## src/rtl/lab2_proc_mem_arbiter_pkg.sv

```systemverilog
// lab2_proc_mem_arbiter_pkg: 4B memory message types and source IDs shared by the arbiter slice.
package lab2_proc_mem_arb_pkg;

    localparam logic [2:0] VC_MEM_REQ_MSG_TYPE_READ  = 3'd0;
    localparam logic [2:0] VC_MEM_REQ_MSG_TYPE_WRITE = 3'd1;

    typedef struct packed {
        logic [2:0]  type_;
        logic [7:0]  opaque;
        logic [31:0] addr;
        logic [1:0]  len;
        logic [31:0] data;
    } mem_req_4B_t;

    typedef struct packed {
        logic [2:0]  type_;
        logic [7:0]  opaque;
        logic [1:0]  test;
        logic [1:0]  len;
        logic [31:0] data;
    } mem_resp_4B_t;

    typedef enum logic {SRC_IMEM = 1'b0, SRC_DMEM = 1'b1} src_t;

endpackage

```

## src/rtl/lab2_proc_mem_arbiter_if.sv

```systemverilog
// lab2_proc_mem_arbiter_if: imem/dmem/mem request and response streams around the arbiter.
interface lab2_proc_mem_arbiter_if #(parameter int p_max_outstanding = 4);
    lab2_proc_mem_arb_pkg::mem_req_4B_t  imem_reqstream_msg, dmem_reqstream_msg, mem_reqstream_msg;
    lab2_proc_mem_arb_pkg::mem_resp_4B_t imem_respstream_msg, dmem_respstream_msg, mem_respstream_msg;
    logic imem_reqstream_val, imem_reqstream_rdy, dmem_reqstream_val, dmem_reqstream_rdy;
    logic imem_respstream_val, imem_respstream_rdy, dmem_respstream_val, dmem_respstream_rdy;
    logic mem_reqstream_val, mem_reqstream_rdy, mem_respstream_val, mem_respstream_rdy;
    logic [$clog2(p_max_outstanding+1)-1:0] num_outstanding;

    modport slave (
        input  imem_reqstream_msg, imem_reqstream_val, dmem_reqstream_msg, dmem_reqstream_val,
        output imem_reqstream_rdy, dmem_reqstream_rdy,
        output imem_respstream_msg, imem_respstream_val, dmem_respstream_msg, dmem_respstream_val,
        input  imem_respstream_rdy, dmem_respstream_rdy,
        output mem_reqstream_msg, mem_reqstream_val, mem_respstream_rdy, num_outstanding,
        input  mem_reqstream_rdy, mem_respstream_msg, mem_respstream_val
    );

    modport master (
        output imem_reqstream_msg, imem_reqstream_val, dmem_reqstream_msg, dmem_reqstream_val,
        input  imem_reqstream_rdy, dmem_reqstream_rdy,
        input  imem_respstream_msg, imem_respstream_val, dmem_respstream_msg, dmem_respstream_val,
        output imem_respstream_rdy, dmem_respstream_rdy,
        input  mem_reqstream_msg, mem_reqstream_val, mem_respstream_rdy, num_outstanding,
        output mem_reqstream_rdy, mem_respstream_msg, mem_respstream_val
    );
endinterface

```

## src/rtl/lab2_proc_mem_arbiter_tracker.sv

```systemverilog
// lab2_proc_mem_arbiter_tracker: in-order 1-bit source-ID queue reporting its free-entry count.
module lab2_proc_mem_arbiter_tracker #(
    parameter int p_depth = 4,
    localparam int CW = $clog2(p_depth + 1)
) (
    input  logic          clk,
    input  logic          reset,
    input  logic          enq,
    input  logic          enq_msg,
    input  logic          deq,
    output logic          deq_msg,
    output logic [CW-1:0] num_free_entries
);
    localparam int AW = p_depth > 1 ? $clog2(p_depth) : 1;

    logic [p_depth-1:0] ids;
    logic [AW-1:0]      wr_ptr, rd_ptr;
    logic [CW-1:0]      count;

    function automatic logic [AW-1:0] nxt(input logic [AW-1:0] p);
        return p == AW'(p_depth - 1) ? '0 : p + 1'b1;
    endfunction

    always_ff @(posedge clk) begin
        if (reset) begin
            wr_ptr <= '0;
            rd_ptr <= '0;
            count  <= '0;
        end else begin
            if (enq) begin
                ids[wr_ptr] <= enq_msg;
                wr_ptr      <= nxt(wr_ptr);
            end
            if (deq)
                rd_ptr <= nxt(rd_ptr);
            count <= count + CW'(enq) - CW'(deq);
        end
    end

    assign deq_msg          = ids[rd_ptr];
    assign num_free_entries = CW'(p_depth) - count;
endmodule

```

## src/rtl/lab2_proc_mem_arbiter.sv

```systemverilog
// lab2_proc_mem_arbiter: shares one 4B memory port between imem and dmem, routing responses in order.
// LAB2_PROC_MEM_ARB_FIXED_PRIO_EN selects fixed dmem priority instead of round-robin.
module lab2_proc_mem_arbiter
    import lab2_proc_mem_arb_pkg::*;
#(
    parameter int p_max_outstanding = 4
) (
    input logic                    clk,
    input logic                    reset,
    lab2_proc_mem_arbiter_if.slave bus
);
    localparam int CW = $clog2(p_max_outstanding + 1);

    logic [CW-1:0] num_free;
    logic          head, full, empty, req_go, resp_go;
    src_t          grant;

    lab2_proc_mem_arbiter_tracker #(.p_depth(p_max_outstanding)) u_tracker (
        .clk              (clk),
        .reset            (reset),
        .enq              (req_go),
        .enq_msg          (grant),
        .deq              (resp_go),
        .deq_msg          (head),
        .num_free_entries (num_free)
    );

`ifdef LAB2_PROC_MEM_ARB_FIXED_PRIO_EN
    assign grant = bus.dmem_reqstream_val ? SRC_DMEM : SRC_IMEM;
`else
    src_t last_grant;

    always_ff @(posedge clk) begin
        if (reset)
            last_grant <= SRC_IMEM;
        else if (req_go)
            last_grant <= grant;
    end

    // A stalled winner keeps the grant because last_grant only moves on a handshake.
    assign grant = (bus.imem_reqstream_val & bus.dmem_reqstream_val)
                 ? (last_grant == SRC_IMEM ? SRC_DMEM : SRC_IMEM)
                 : (bus.dmem_reqstream_val ? SRC_DMEM : SRC_IMEM);
`endif

    always_comb begin
        full                    = num_free == '0;
        empty                   = num_free == CW'(p_max_outstanding);
        bus.mem_reqstream_val   = ~reset & ~full & (bus.imem_reqstream_val | bus.dmem_reqstream_val);
        bus.mem_reqstream_msg   = grant == SRC_DMEM ? bus.dmem_reqstream_msg : bus.imem_reqstream_msg;
        bus.imem_reqstream_rdy  = ~reset & ~full & bus.mem_reqstream_rdy & (grant == SRC_IMEM);
        bus.dmem_reqstream_rdy  = ~reset & ~full & bus.mem_reqstream_rdy & (grant == SRC_DMEM);
        req_go                  = bus.mem_reqstream_val & bus.mem_reqstream_rdy;
        bus.imem_respstream_msg = bus.mem_respstream_msg;
        bus.dmem_respstream_msg = bus.mem_respstream_msg;
        bus.imem_respstream_val = ~reset & ~empty & bus.mem_respstream_val & (head == SRC_IMEM);
        bus.dmem_respstream_val = ~reset & ~empty & bus.mem_respstream_val & (head == SRC_DMEM);
        bus.mem_respstream_rdy  = ~reset & ~empty
                                & (head == SRC_DMEM ? bus.dmem_respstream_rdy : bus.imem_respstream_rdy);
        resp_go                 = bus.mem_respstream_val & bus.mem_respstream_rdy;
        bus.num_outstanding     = reset ? '0 : CW'(p_max_outstanding) - num_free;
    end
endmodule
```

## src/flat_wrapper.sv

```systemverilog
// flat-port wrapper written by rule: the top's interface ports become plain ports
module lab2_proc_mem_arbiter_flat import lab2_proc_mem_arb_pkg::*;
#(
    parameter int p_max_outstanding = 4
)
  (clk, reset, bus_imem_reqstream_msg, bus_imem_reqstream_val, bus_dmem_reqstream_msg, bus_dmem_reqstream_val, bus_imem_reqstream_rdy, bus_dmem_reqstream_rdy, bus_imem_respstream_msg, bus_imem_respstream_val, bus_dmem_respstream_msg, bus_dmem_respstream_val, bus_imem_respstream_rdy, bus_dmem_respstream_rdy, bus_mem_reqstream_msg, bus_mem_reqstream_val, bus_mem_respstream_rdy, bus_num_outstanding, bus_mem_reqstream_rdy, bus_mem_respstream_msg, bus_mem_respstream_val);
  lab2_proc_mem_arbiter_if #(.p_max_outstanding(p_max_outstanding)) bus_i ();
  input logic clk;
  input logic reset;
  input wire logic [$bits(bus_i.imem_reqstream_msg)-1:0] bus_imem_reqstream_msg;
  input wire logic [$bits(bus_i.imem_reqstream_val)-1:0] bus_imem_reqstream_val;
  input wire logic [$bits(bus_i.dmem_reqstream_msg)-1:0] bus_dmem_reqstream_msg;
  input wire logic [$bits(bus_i.dmem_reqstream_val)-1:0] bus_dmem_reqstream_val;
  output wire logic [$bits(bus_i.imem_reqstream_rdy)-1:0] bus_imem_reqstream_rdy;
  output wire logic [$bits(bus_i.dmem_reqstream_rdy)-1:0] bus_dmem_reqstream_rdy;
  output wire logic [$bits(bus_i.imem_respstream_msg)-1:0] bus_imem_respstream_msg;
  output wire logic [$bits(bus_i.imem_respstream_val)-1:0] bus_imem_respstream_val;
  output wire logic [$bits(bus_i.dmem_respstream_msg)-1:0] bus_dmem_respstream_msg;
  output wire logic [$bits(bus_i.dmem_respstream_val)-1:0] bus_dmem_respstream_val;
  input wire logic [$bits(bus_i.imem_respstream_rdy)-1:0] bus_imem_respstream_rdy;
  input wire logic [$bits(bus_i.dmem_respstream_rdy)-1:0] bus_dmem_respstream_rdy;
  output wire logic [$bits(bus_i.mem_reqstream_msg)-1:0] bus_mem_reqstream_msg;
  output wire logic [$bits(bus_i.mem_reqstream_val)-1:0] bus_mem_reqstream_val;
  output wire logic [$bits(bus_i.mem_respstream_rdy)-1:0] bus_mem_respstream_rdy;
  output wire logic [$bits(bus_i.num_outstanding)-1:0] bus_num_outstanding;
  input wire logic [$bits(bus_i.mem_reqstream_rdy)-1:0] bus_mem_reqstream_rdy;
  input wire logic [$bits(bus_i.mem_respstream_msg)-1:0] bus_mem_respstream_msg;
  input wire logic [$bits(bus_i.mem_respstream_val)-1:0] bus_mem_respstream_val;
  assign bus_i.imem_reqstream_msg = bus_imem_reqstream_msg;
  assign bus_i.imem_reqstream_val = bus_imem_reqstream_val;
  assign bus_i.dmem_reqstream_msg = bus_dmem_reqstream_msg;
  assign bus_i.dmem_reqstream_val = bus_dmem_reqstream_val;
  assign bus_imem_reqstream_rdy = bus_i.imem_reqstream_rdy;
  assign bus_dmem_reqstream_rdy = bus_i.dmem_reqstream_rdy;
  assign bus_imem_respstream_msg = bus_i.imem_respstream_msg;
  assign bus_imem_respstream_val = bus_i.imem_respstream_val;
  assign bus_dmem_respstream_msg = bus_i.dmem_respstream_msg;
  assign bus_dmem_respstream_val = bus_i.dmem_respstream_val;
  assign bus_i.imem_respstream_rdy = bus_imem_respstream_rdy;
  assign bus_i.dmem_respstream_rdy = bus_dmem_respstream_rdy;
  assign bus_mem_reqstream_msg = bus_i.mem_reqstream_msg;
  assign bus_mem_reqstream_val = bus_i.mem_reqstream_val;
  assign bus_mem_respstream_rdy = bus_i.mem_respstream_rdy;
  assign bus_num_outstanding = bus_i.num_outstanding;
  assign bus_i.mem_reqstream_rdy = bus_mem_reqstream_rdy;
  assign bus_i.mem_respstream_msg = bus_mem_respstream_msg;
  assign bus_i.mem_respstream_val = bus_mem_respstream_val;
  lab2_proc_mem_arbiter #(.p_max_outstanding(p_max_outstanding)) u_core (.clk(clk), .reset(reset), .bus(bus_i));
endmodule
```

## config.mk

```make
export PLATFORM = sky130hd
export DESIGN_NAME = lab2_proc_mem_arbiter_flat
export DESIGN_NICKNAME = d
export VERILOG_FILES = /design/src/rtl/lab2_proc_mem_arbiter_pkg.sv /design/src/rtl/lab2_proc_mem_arbiter_if.sv /design/src/rtl/lab2_proc_mem_arbiter_tracker.sv /design/src/rtl/lab2_proc_mem_arbiter.sv /design/src/flat_wrapper.sv
export SDC_FILE = /design/constraint.sdc
export NUM_CORES = 1
export LEC_CHECK = 0
export CORE_AREA = 2 2 149 151
export CTS_CLUSTER_DIAMETER = 60
export DETAILED_ROUTE_END_ITERATION = 6
export DIE_AREA = 0 0 151 153
export PLACE_DENSITY = 0.48
export SYNTH_ARGS = -nofsm -noshare
export SYNTH_HDL_FRONTEND = slang
export SYNTH_HIERARCHICAL = 1
export SYNTH_SLANG_ARGS = --single-unit
export TNS_END_PERCENT = 50
```

## constraint.sdc

```tcl
create_clock -name clk -period 6.5 [get_ports clk]
set_input_delay 0.975 -clock clk [delete_from_list [all_inputs] [get_ports clk]]
set_output_delay 0.975 -clock clk [all_outputs]
set_load 0.005 [all_outputs]
```

After elaboration in Yosys (flattened, before gate mapping):

Cells that the tools add are included.

* order comparisons: 3
* equal/unequal tests: 3
* $mul: 0
* reductions and logical operators: 3
* bitwise operators: 19
* divide/modulo/power cells: 0
* mux-type cells: 13
* shift operators: 0
* add/subtract/negate cells: 6

Operator list (number)
* 77-bit two-way mux: 1
* 1-bit AND: 13
* 2-bit by 3-bit less-than comparator with 1-bit output (second input constant): 2
* 1-bit two-way mux: 6
* 3-bit subtractor (first input constant): 2
* 1-bit NOT: 5
* 2-bit by 1-bit adder with 2-bit output (second input constant): 2
* 4-bit bitwise mux: 1
* 2-bit == test (second input constant): 2
* 2-bit two-way mux: 2
* 3-bit by 1-bit adder with 3-bit output: 1
* 3-bit == test (second input constant): 1
* 3-bit zero test: 1
* 3-bit two-way mux: 1
* 3-bit by 1-bit subtractor with 3-bit output: 1
* 1-bit binary-select mux with 2-bit select: 1
* 1-bit demux with 2-bit select: 1
* 2-bit by 1-bit greater-or-equal comparator with 1-bit output (second input constant): 1
* 2-bit AND reduction: 1
* 1-bit logical AND: 1
* 1-bit OR: 1

* bits in latches: 0
* memory bits (read-only): 0
* bits of input ports: 209
* memories: 0
* word-level logic and storage cells: 52
* bits in writable memories: 0
* register bits after elaboration: 12

Longest topological paths before layout:

Gate-level depths: netlist (run 1).

* depth in word-level cells: 8
* gate-level depth with buffers: 13
* mapped depth without buffers: 13

Modules after synthesis:

Netlist (run 1), hierarchy kept.

Modules (own cells, without submodules)
* lab2_proc_mem_arbiter: cells each 209, instances 1, area each 2245.9 um^2
* lab2_proc_mem_arbiter_tracker: cells each 48, instances 1, area each 584.3 um^2

Least setup slack after synthesis (run 1):

No wires, ideal clock.

* path kind: input port to flip-flop
* start point: in reset
* end point: reg u_core.u_tracker.count[1]
* buffers on the path: 1
* library setup time: 0.114 ns
* cell stages on the path: 8
* arrival: 2.704 ns
* setup slack: 3.682 ns
* path through: buf_2 > or3b_1 > nor2_1 > ha_1 > inv_1 > ha_1 > fa_1 > nor2b_1

* elaborated cells between the ends (all ways): 9

RTL lines
* start, declared: RTL line flat_wrapper.sv:9 `input logic reset;`
* 1-bit NOT (no source line)
* 1-bit AND: RTL line lab2_proc_mem_arbiter.sv:58 `bus.mem_respstream_rdy = ~reset & ~empty`
* 1-bit AND: RTL line lab2_proc_mem_arbiter.sv:59 `& (head == SRC_DMEM ? bus.dmem_respstream_rdy : bus.imem_respstream_rdy);`
* 1-bit AND: RTL line lab2_proc_mem_arbiter.sv:60 `resp_go = bus.mem_respstream_val & bus.mem_respstream_rdy;`
* net u_core.resp_go: RTL line lab2_proc_mem_arbiter.sv:15 `logic head, full, empty, req_go, resp_go;`
* 3-bit by 1-bit subtractor with 3-bit output: RTL line lab2_proc_mem_arbiter_tracker.sv:36 `count <= count + CW'(enq) - CW'(deq);`
* end signal, assigned: RTL line lab2_proc_mem_arbiter_tracker.sv:36
* end, declared: RTL line lab2_proc_mem_arbiter_tracker.sv:18 `logic [CW-1:0] count;`

The timed path passes the listed nets, and every way through them passes these cells.
A chain may end at the register's enable or synchronous reset.

Worst setup path in the final report (run 1):

* start point: in bus_dmem_reqstream_val
* end point: out bus_mem_reqstream_msg[10]

* longest elaborated chain between the ends: 3
* elaborated cells between the ends (all ways): 4

RTL lines
* start, declared: RTL line flat_wrapper.sv:13 `input wire logic [$bits(bus_i.dmem_reqstream_val)-1:0] bus_dmem_reqstream_val;`
* 1-bit two-way mux / 1-bit AND (equally long branches): RTL line lab2_proc_mem_arbiter.sv:43, lab2_proc_mem_arbiter.sv:41
* 1-bit two-way mux *: RTL line lab2_proc_mem_arbiter.sv:42 `? (last_grant == SRC_IMEM ? SRC_DMEM : SRC_IMEM)`
* 77-bit two-way mux *: RTL line lab2_proc_mem_arbiter.sv:50 `bus.mem_reqstream_msg = grant == SRC_DMEM ? bus.dmem_reqstream_msg : bus.imem_reqstream_msg;`
* end, declared: RTL line flat_wrapper.sv:22 `output wire logic [$bits(bus_i.mem_reqstream_msg)-1:0] bus_mem_reqstream_msg;`

Mark *: on every way between the ends. The rest lies on a longest branch, timed or not.

==> results.md, run 1 <==
- Post-Synth Simple-Gate Area: 0.0619
- Pint: about 0.53 mW
- Hold Crit Endpoint: u_core/u_tracker/rd_ptr[0]
- Syn_nets: 478
- Psw: roughly 0.21 mW
- Max-cap violations: 0
- Top-area cell type share of the netlist area: 0.408
- Setup Fix Bufs, Post-CTS: 0
- Placed cell count: just under 700
- Cell taking the most area after synthesis: mux2_4
- Max Slew Vio Count: 0
- Setup_tns: 0 ns
- Synth Area per Inst: about 11 µm²
- Cell Area, Placed: 4780 µm²
- Yosys warnings: 6
- Clock buffer depth: 2
- CTS tree: yes
- Row cnt: 54
- R2R Setup Slk: around 3.5 ns
- Top FF cell, synth: dfxtp_1
- Num CTS Buffers: 3
- IO buf count: 247
- Quantity of gates resized following cts: 0
- Critical-path cell list: clkdlybuf4s50_1, a21boi_4, buf_4, mux2_4, clkdlybuf4s50_1
- Critical path class: input pin to primary output
- Syn Inst Count: 257
- Fin crit period: 4.21 ns
- Via count: 2291
- Complex-gate fraction of the synthesized area: 0.0128
- Hold slack: 0.521 ns
- Hold Path Stages: 2
- Synthesized flop and latch total: 12
- Power Density: 153 nW/µm²
- Startpoint Class: input pin
- GRT Residual Overflow: 0
- Core footprint: ~21000 µm²
- Post-DP HPWL: 9420 µm
- Mapped cell area: 2830 µm²
- Slowest stage delay, CP: 0.66 ns
- Antenna viol nets, final: 0
- Pwr Total: 0.743 mW
- Initial core utilization: 0.132
- Most frequent cells after synthesis: buf_4 (95), mux2_4 (77), ha_1 (11), inv_1 (11)
- Die area: 23100 µm²
- Crit path max-delay family: buffers and inverters
- Synth unique cells: 26
- Period utilization: 0.648
- CP Max Fanout: 47
- Clock Skew: 0.00124 ns
- P_leak: 1.98 nW
- Initial drt markers: 62
- Non-Filler Instances: 685
- First-pass GRT wire length: ~14000 µm
- Most common cell on crit path: clkdlybuf4s50_1
- Cts hold-fix bufs: 0
- Worst-margin pin slew: ~0.9 ns
- Antenna Cells: 0
- Worst Reg-to-Reg Cells: 12
- RSZ-0062 raised after global routing: no
- Reg2reg end: u_core/u_tracker/count[1]
- Die Span Y: 153 µm
- Buf/Inv on CP: 3
- I/O pins: slightly below 400
- Antenna violations before repair: 0
- Critical path data required time: 5.52 ns
- GRT Total Usage: 0.0805
- Clock-pin slew on the worst setup and hold paths: 0.04 ns
- Endpoints failing hold: 0
- Drt drc: 0
- Share of layout cells above drive strength 1: 0.217
- Sw frac: 0.289
- Largest family of logic cells by synthesized area: multiplexers
- Worst hold path class: flip-flop to flip-flop
- Chip width: between 150 and 200 µm
- Final setup violating endpoints: 0
- Fmax: 0.237 GHz
- Setup crit start: bus_dmem_reqstream_val
- Vias in the first global route: 2399
- VDD IR-drop max: 0.258 mV
- Layout fillers: roughly 2300
- DR WL/cell: 15.5 µm
- Fin area: 4860 µm²
- Clock network fraction of total power: 0.150
- Crit. End Element: primary output
- Reg power frac: 0.134
- Average via count per standard cell: 3.34
- Synth Area in XOR/XNOR: 0.0115
- Gate power share: 0.715
- Slew HR: 0.415
- Register area share after synthesis: 0.0990
- Ranking of synthesized cells by area: mux2_4 (41%), buf_4 (25%), buf_12 (6.4%)
- R2r startpoint: u_core/u_tracker/count[1]
- Status: complete, no violations
- Slowest stage cell, crit path: buf_4
- Clk sinks: 12
- Worst-Skew Late Latency: approximately 0.24 ns
- Synth async-reset ratio: 0
- Final Wtd Congestion: 0.814
- Area Overhead vs Synth: 71.6%
- Post-synth EDFFs: 4
- Pin count of the biggest net entering global routing: 48
- CTS Root Cell: clkbuf_16
- # nets final: between 600 and 700
- Worst EP arrival: 3.24 ns
- Hold path start: u_core/u_tracker/rd_ptr[0]
- Post-Route WL: around 11000 µm
- Most common cell in the synthesized netlist: buf_4
- Drt pass-1 iters: 4
- Post-Synth Adder-Cell Area: 0.0557
- Mux cell area share after synthesis: 0.427
- # H-tree levels: 1
==> routing by layer <==
| metal | wire length, µm | GRT usage | vias to the layer above | part of all wire |
|---|---|---|---|---|
| met5 | 0 | 0 | - | 0 |
| li1 | - | - | 1064 | - |
| met2 | 4780 | 0.132 | 213 | 0.45 |
| met4 | 3 | 0.00668 | 0 | 0.00028 |
| met1 | 4050 | 0.0914 | 1012 | 0.38 |
| met3 | 1780 | 0.0522 | 2 | 0.17 |
==> cell families (layout without fill, tap and decap cells) <==
family,count (synthesis),in the layout
AOI/OAI and AO/OA,4,4
buffers and inverters,116,264
xor gates and xnor gates,2,2
DFF,12,12
and+or+nand+nor,30,30
adders and majority gates,12,12
muxes,81,81
==> state kept, by name, summed over array words and instances (netlist names) <==
register and count:
u_core/last_grant 1, u_core/u_tracker/count 3, u_core/u_tracker/ids 4, u_core/u_tracker/rd_ptr 2
u_core/u_tracker/wr_ptr 2
==> cell type report <==
cell class                      instances  area, µm²  share of cell area
Timing Repair Buffer                  249       2490               0.512
Clock inverter                          1       3.75            0.000773
Sequential cell                        12        280              0.0577
Clock buffer                            3       75.1              0.0155
Inverter                               11       41.3             0.00850
Tap cell                              280        350              0.0721
Multi-Input combinational cell        129       1620               0.333
==> cell usage in the layout (no fill, tap or decap), drive strengths merged, types with 2 or more instances in the layout <==
master,n
edfxtp,4
a21oi,2
nor2,9
mux2,77
mux2i,3
nor3,4
nand2b,3
ha,11
inv,11
buf,2
clkbuf,3
or3b,3
and2,4
dfxtp,8
nor2b,4
clkdlybuf4s50,247
==> worst max-delay path by stage <==
| stage | endpoint | slack (ns) | cells past startpoint |
|---|---|---|---|
| floorplan | u_core/u_tracker/count[1] | 3.68 | 8 |
| global placement | bus_mem_reqstream_msg[10] | 2.29 | 5 |
| detailed placement | bus_mem_reqstream_msg[10] | 2.28 | 5 |
| CTS | bus_mem_reqstream_msg[10] | 2.28 | 5 |
| global route | bus_mem_reqstream_msg[10] | 2.20 | 5 |
| finish | bus_mem_reqstream_msg[10] | 2.29 | 5 |
==> power by group through the flow <==
| stage | sequential (mW) | clock [mW] | combinational [mW] |
|---|---|---|---|
| 2_1_floorplan | 0.0988 | 0 | 0.321 |
| 3_3_place_gp | 0.101 | 0 | 0.535 |
| 3_5_place_dp | 0.101 | 0 | 0.536 |
| 4_1_cts | 0.0999 | 0.115 | 0.541 |
| 5_1_grt | 0.102 | 0.119 | 0.578 |
| 6_report | 0.0999 | 0.111 | 0.531 |
==> metrics by stage <==
| stage | utilization | setup WS, ns |
|---|---|---|
| 2_1_floorplan | - | 3.68 |
| 3_3_place_gp | 0.222 | 2.29 |
| 3_5_place_dp | 0.222 | 2.28 |
| 4_1_cts | 0.226 | 2.28 |
| 5_1_grt | 0.226 | 2.20 |
| 6_report | 0.226 | 2.29 |
==> worst register-to-register path: stages (launching register included) <==
cell and delay (ns):
dfxtp_1 0.32, inv_1 0.07, ha_1 0.27, inv_1 0.04, ha_1 0.19, ha_1 0.20, or3b_1 0.39, nor2_1 0.28
ha_1 0.28, inv_1 0.06, ha_1 0.16, fa_1 0.41, nor2b_1 0.14
(Power assumes the default switching activity.)
==> run 2: changes to the inputs <==
--- a/config.mk
+++ b/config.mk
@@ -5,11 +5,11 @@
 export SDC_FILE = /design/constraint.sdc
 export NUM_CORES = 1
 export LEC_CHECK = 0
-export CORE_AREA = 2 2 149 151
+export CORE_AREA = 2 2 151 153
 export CTS_CLUSTER_DIAMETER = 60
 export DETAILED_ROUTE_END_ITERATION = 6
-export DIE_AREA = 0 0 151 153
-export PLACE_DENSITY = 0.48
+export DIE_AREA = 0 0 153 155
+export PLACE_DENSITY = 0.47
 export SYNTH_ARGS = -nofsm -noshare
 export SYNTH_HDL_FRONTEND = slang
 export SYNTH_HIERARCHICAL = 1
==> constraint.sdc (replaced) <==
create_clock -name clk -period 4.1 [get_ports clk]
set_input_delay 0.615 -clock clk [delete_from_list [all_inputs] [get_ports clk]]
set_output_delay 0.615 -clock clk [all_outputs]
set_load 0.005 [all_outputs]
==> results.md, run 2 (same netlist as run 1, synthesis figures left out) <==
- Initial drt markers: 91 (was 62)
- Pin count of the biggest net entering global routing: 35 (was 48)
- Pwr Total: 1.19 mW (was 0.743 mW)
- Quantity of gates resized following cts: 0 (unchanged)
- Final setup violating endpoints: 0 (unchanged)
- VDD IR-drop max: 0.214 mV (was 0.258 mV)
- Fmax: 0.291 GHz
- Drt pass-1 iters: 4 (unchanged)
- I/O pins: 389 (unchanged)
- # nets final: 630 (was 627)
- Core footprint: 22200 µm² (was 21500 µm²)
- Most common cell after layout, fill and taps aside: clkdlybuf4s50_1 (unchanged)
- GRT Total Usage: 0.0861 (was 0.0805)
- Setup_tns: 0 ns (unchanged)
- IO buf count: 247 (unchanged)
- Row cnt: 55 (was 54)
- Chip width: 153 µm (was 151 µm)
- CP Max Fanout: 34 (was 47)
- Largest regs: u_core/u_tracker/ids: 4 flops, u_core/u_tracker/count: 3 flops (unchanged)
- Most flops, register: u_core/u_tracker/ids (unchanged)
- Endpoints failing hold: 0 (unchanged)
- Startpoint Class: input pin (unchanged)
- Vias in the first global route: 2495 (was 2399)
- Final Wtd Congestion: 0.848 (was 0.814)
- Max Slew Vio Count: 0 (unchanged)
- Max-cap violations: 0 (unchanged)
- Layout fillers: 2373 (was 2296)
- Post-DP HPWL: 9470 µm (was 9420 µm)
- Num CTS Buffers: 3 (unchanged)
- Power Density: 241 nW/µm² (was 153 nW/µm²)
- Worst-margin pin slew: 0.624 ns (was 0.878 ns)
- Critical path data required time: 3.48 ns (was 5.52 ns)
- Clk sinks: 12 (unchanged)
- Average via count per standard cell: 3.40 (was 3.34)
- Initial core utilization: 0.127 (was 0.132)
- Most frequent cells in the layout: clkdlybuf4s50_1 (247), mux2_4 (77), inv_1 (11), ha_1 (11), nor2_1 (9) (unchanged)
- Top Layer Used: met4 (unchanged)
- P_leak: 2.00 nW (was 1.98 nW)
- Antenna viol nets, final: 0 (unchanged)
- Cts hold-fix bufs: 0 (unchanged)
- Fin crit period: 3.44 ns
- Post-Route WL: 11000 µm (was 10600 µm)
- M1 wire length: 4610 µm (was 4050 µm)
- Worst-Skew Late Latency: 0.24 ns (about the same)
- Share of layout cells above drive strength 1: 0.223 (was 0.217)
- Met3 Wirelength: 1370 µm (was 1780 µm)
- Clock Skew: 0.00308 ns (was 0.00124 ns)
- Setup Fix Bufs, Post-CTS: 0 (unchanged)
- Status: complete, no violations (unchanged)
- Number of flip-flops in the largest register: 4 (unchanged)
- Die area: 23700 µm² (was 23100 µm²)
- DR WL/cell: 15.8 µm (was 15.5 µm)
- Worst hold path class: flip-flop to flip-flop (unchanged)
- Die Span Y: 155 µm (was 153 µm)
- Met2 WL: 4920 µm (was 4780 µm)
- Clock buffer depth: 2 (unchanged)
- CTS Root Cell: clkbuf_16 (unchanged)
- Drt drc: 0 (unchanged)
- Clock-pin slew on the worst setup and hold paths: 0.04 ns (about the same)
- Area Overhead vs Synth: 73.5% (was 71.6%)
- Worst EP arrival: 2.83 ns (was 3.24 ns)
- Slew HR: 0.580 (was 0.415)
- Critical path class: input pin to primary output (unchanged)
- First-pass GRT wire length: 15900 µm (was 14300 µm)
- RSZ-0062 raised after global routing: no (unchanged)
- Antenna Cells: 0 (unchanged)
- Period utilization: 0.839
- GRT Residual Overflow: 0 (unchanged)
- CTS tree: yes (unchanged)
- # H-tree levels: 1 (unchanged)
- Via count: 2358 (was 2291)
- Antenna violations before repair: 0 (unchanged)
- Crit. End Element: primary output (unchanged)
## run 2: routing by layer
metal / global-route usage / vias to the layer above
li1: - / 1068
met1: 0.108 / 1073
met2: 0.136 / 212
met3: 0.0435 / 5
met4: 0.0119 / 0
met5: 0 / -
## run 2: final cells by class
class                           instances  area [µm²]  share of cell area
Inverter                               11        41.3             0.00841
Clock inverter                          1        3.75            0.000765
Clock buffer                            3        75.1              0.0153
Tap cell                              285         357              0.0726
Timing Repair Buffer                  252        2530               0.516
Sequential cell                        12         280              0.0571
Multi-Input combinational cell        129        1620               0.330
## run 2: worst paths after layout
| check | startpoint | endpoint | slack [ns] | cells after the start |
|---|---|---|---|---|
| hold reg to reg | u_core/u_tracker/rd_ptr[0] | u_core/u_tracker/rd_ptr[0] | 0.52 | 2 |
| setup / recovery | bus_dmem_reqstream_val | bus_mem_reqstream_msg[28] | 0.66 | 5 |
| setup reg to reg | u_core/u_tracker/count[1] | u_core/u_tracker/count[1] | 1.21 | 12 |
| hold / removal | u_core/u_tracker/rd_ptr[0] | u_core/u_tracker/rd_ptr[0] | 0.52 | 2 |
## run 2: critical path: stages
cell             delay [ns]
clkdlybuf4s50_1        0.50
a21boi_4               0.54
buf_12                 0.33
mux2_4                 0.32
clkdlybuf4s50_1        0.47
## run 2: metrics by stage
step,utilization,instance area (µm²),std cells,worst slack (ns),hold WS (ns)
6_report,0.221,4910,693,0.660,0.518
5_1_grt,0.221,4910,693,0.513,0.568
3_5_place_dp,0.217,4830,689,0.593,0.521
2_1_floorplan,-,2830,257,1.41,0.486
4_1_cts,0.221,4910,693,0.585,0.529
3_3_place_gp,0.217,4830,689,0.617,0.506
## run 2: power by group
group	internal, mW	switching (mW)
combinational	0.572	0.275
sequential	0.144	0.0154
clock	0.128	0.0518
total	0.844	0.342
==> run 3: changes to the inputs <==
==> constraint.sdc (replaced) <==
create_clock -name clk -period 3.6 [get_ports clk]
set_input_delay 0.54 -clock clk [delete_from_list [all_inputs] [get_ports clk]]
set_output_delay 0.54 -clock clk [all_outputs]
set_load 0.005 [all_outputs]
==> results.md, run 3 (same netlist as run 1, synthesis figures left out) <==
- Setup Fix Bufs, Post-CTS: 0 (unchanged)
- Clock buffer depth: 2 (unchanged)
- Endpoints failing hold: 0 (unchanged)
- Drt pass-1 iters: 4 (unchanged)
- Period utilization: 0.875
- Clock-pin slew on the worst setup and hold paths: 0.04 ns (about the same)
- CTS tree: yes (unchanged)
- Fin crit period: 3.15 ns
- CP Max Fanout: 42 (was 34)
- Worst-margin pin slew: 0.578 ns (was 0.624 ns)
- Pin count of the biggest net entering global routing: 43 (was 35)
- Sw frac: 0.286 (was 0.289)
- Top Layer Used: met4 (unchanged)
- Core footprint: 22200 µm² (unchanged)
- Buf/Inv on CP: 3 (unchanged)
- Crit. End Element: primary output (unchanged)
- Cts hold-fix bufs: 0 (unchanged)
- Hold Path Stages: 2 (unchanged)
- Slowest stage delay, CP: 0.50 ns (was 0.54 ns)
- Antenna violations before repair: 1 (was 0)
- Slew HR: 0.612 (was 0.580)
- Quantity of gates resized following cts: 0 (unchanged)
- DR WL/cell: 15.6 µm (was 15.8 µm)
- GRT Residual Overflow: 0 (unchanged)
- Power Density: 274 nW/µm² (was 241 nW/µm²)
- Gate power share: 0.715 (was 0.714)
- VDD IR-drop max: 0.237 mV (was 0.214 mV)
- Critical path class: input pin to primary output (unchanged)
- Slowest stage cell, crit path: clkdlybuf4s50_1 (was a21boi_4)
- Die area: 23700 µm² (unchanged)
- Clock network fraction of total power: 0.150 (was 0.152)
- Critical path data required time: 3.06 ns (was 3.48 ns)
- Worst hold path class: flip-flop to flip-flop (unchanged)
- P_leak: 1.99 nW (was 2.00 nW)
- Met3 Wirelength: 1350 µm (was 1370 µm)
- DP Worst Slack: 0.452 ns (was 0.593 ns)
- R2R Setup Slk: 0.64 ns (was 1.21 ns)
- Initial core utilization: 0.127 (unchanged)
- Initial drt markers: 58 (was 91)
- Psw: 0.384 mW (was 0.342 mW)
- Largest regs: u_core/u_tracker/ids: 4 flops, u_core/u_tracker/count: 3 flops (unchanged)
- Row cnt: 55 (unchanged)
- # H-tree levels: 1 (unchanged)
- Hold slack: 0.531 ns (was 0.518 ns)
- RSZ-0062 raised after global routing: no (unchanged)
- Crit path max-delay family: buffers and inverters (unchanged)
- First-pass GRT wire length: 15300 µm (was 15900 µm)
- I/O pins: 389 (unchanged)
- Area Overhead vs Synth: 73.3% (was 73.5%)
- Max-cap violations: 0 (unchanged)
- IO buf count: 247 (unchanged)
- Final Core Density: 0.221 (about the same)
- Most common cell after layout, fill and taps aside: clkdlybuf4s50_1 (unchanged)
- Via count: 2310 (was 2358)
- Vias in the first global route: 2381 (was 2495)
- Post-DP HPWL: 9310 µm (was 9470 µm)
- Most common cell on crit path: clkdlybuf4s50_1 (unchanged)
- Most flops, register: u_core/u_tracker/ids (unchanged)
- Met2 WL: 4820 µm (was 4920 µm)
- Status: complete, no violations (unchanged)
- Pint: 0.959 mW (was 0.844 mW)
- Pwr Total: 1.34 mW (was 1.19 mW)
- Worst Reg-to-Reg Cells: 12 (unchanged)
- CTS Root Cell: clkbuf_16 (unchanged)
- Fmax: 0.318 GHz
- Layout fillers: 2384 (was 2373)
- # nets final: 629 (was 630)
- Most frequent cells in the layout: clkdlybuf4s50_1 (247), mux2_4 (77), inv_1 (11), ha_1 (11), nor2_1 (9) (unchanged)
- Final setup violating endpoints: 0 (unchanged)
- Drt drc: 0 (unchanged)
- Num CTS Buffers: 3 (unchanged)
- Max Slew Vio Count: 0 (unchanged)
- Critical-path cell list: clkdlybuf4s50_1, a21boi_4, buf_12, mux2_4, clkdlybuf4s50_1 (unchanged)
- Post-Route WL: 10800 µm (was 11000 µm)
- Number of flip-flops in the largest register: 4 (unchanged)
- Chip width: 153 µm (unchanged)
- Die Span Y: 155 µm (unchanged)
- Crit path depth: 5 (unchanged)
- Worst-Skew Late Latency: 0.23 ns (was 0.24 ns)
- M1 wire length: 4640 µm (was 4610 µm)
- Average via count per standard cell: 3.33 (was 3.40)
- GRT Total Usage: 0.0835 (was 0.0861)
- Final Wtd Congestion: 0.843 (was 0.848)
- Share of layout cells above drive strength 1: 0.221 (was 0.223)
- Reg power frac: 0.135 (was 0.134)
- Clk sinks: 12 (unchanged)
- Clock Skew: 0.00107 ns (was 0.00308 ns)
- Startpoint Class: input pin (unchanged)
- Worst EP arrival: 2.61 ns (was 2.83 ns)
- Antenna viol nets, final: 0 (unchanged)
- Final setup margin: 0.451 ns (was 0.660 ns)
- Setup_tns: 0 ns (unchanged)
run 3: cell types whose count changed in the layout (fill, tap and decap cells not counted):
cell / delta
diode_2: +1
buf_4: -1
run 3: through the flow:
stage	cell area [µm²]	std cells
after global placement	4820	688
final	4900	693
after floorplan	2830	257
after CTS	4900	692
after detailed placement	4820	688
after global routing	4900	693
run 3: path summary, 6_finish.rpt:
kind / from / end
setup / recovery: bus_imem_reqstream_val / bus_mem_reqstream_msg[28]
hold / removal: u_core/u_tracker/rd_ptr[0] / u_core/u_tracker/rd_ptr[0]
setup reg to reg: u_core/u_tracker/count[1] / u_core/u_tracker/count[1]
hold reg to reg: u_core/u_tracker/rd_ptr[0] / u_core/u_tracker/rd_ptr[0]
run 3: layout make-up:
cell class | instances | area [µm²] | share of cell area
Timing Repair Buffer | 251 | 2530 | 0.515
Sequential cell | 12 | 280 | 0.0571
Antenna cell | 1 | 2.50 | 0.000510
Inverter | 11 | 41.3 | 0.00842
Multi-Input combinational cell | 129 | 1620 | 0.330
Clock inverter | 1 | 3.75 | 0.000765
Clock buffer | 3 | 75.1 | 0.0153
Tap cell | 285 | 357 | 0.0727
run 3: worst min-delay path, cell delays in order, from the launching register on:
cell	delay, ns
dfxtp_1	0.33
nand2b_1	0.09
a21oi_1	0.06
run 3: power by group through the flow:
stage | registers (mW) | clock network (mW) | logic (mW)
finish | 0.181 | 0.201 | 0.961
global route | 0.186 | 0.214 | 1.05
CTS | 0.182 | 0.206 | 0.979
detailed placement | 0.184 | 0 | 0.969
global placement | 0.182 | 0 | 0.966
floorplan | 0.178 | 0 | 0.579
run 3: per-layer routing:
layer  global-route usage  vias to the layer above
met3               0.0429                        2
met5                    0                        -
met2                0.128                      204
met1                0.106                     1035
met4               0.0132                        0
li1                     -                     1069
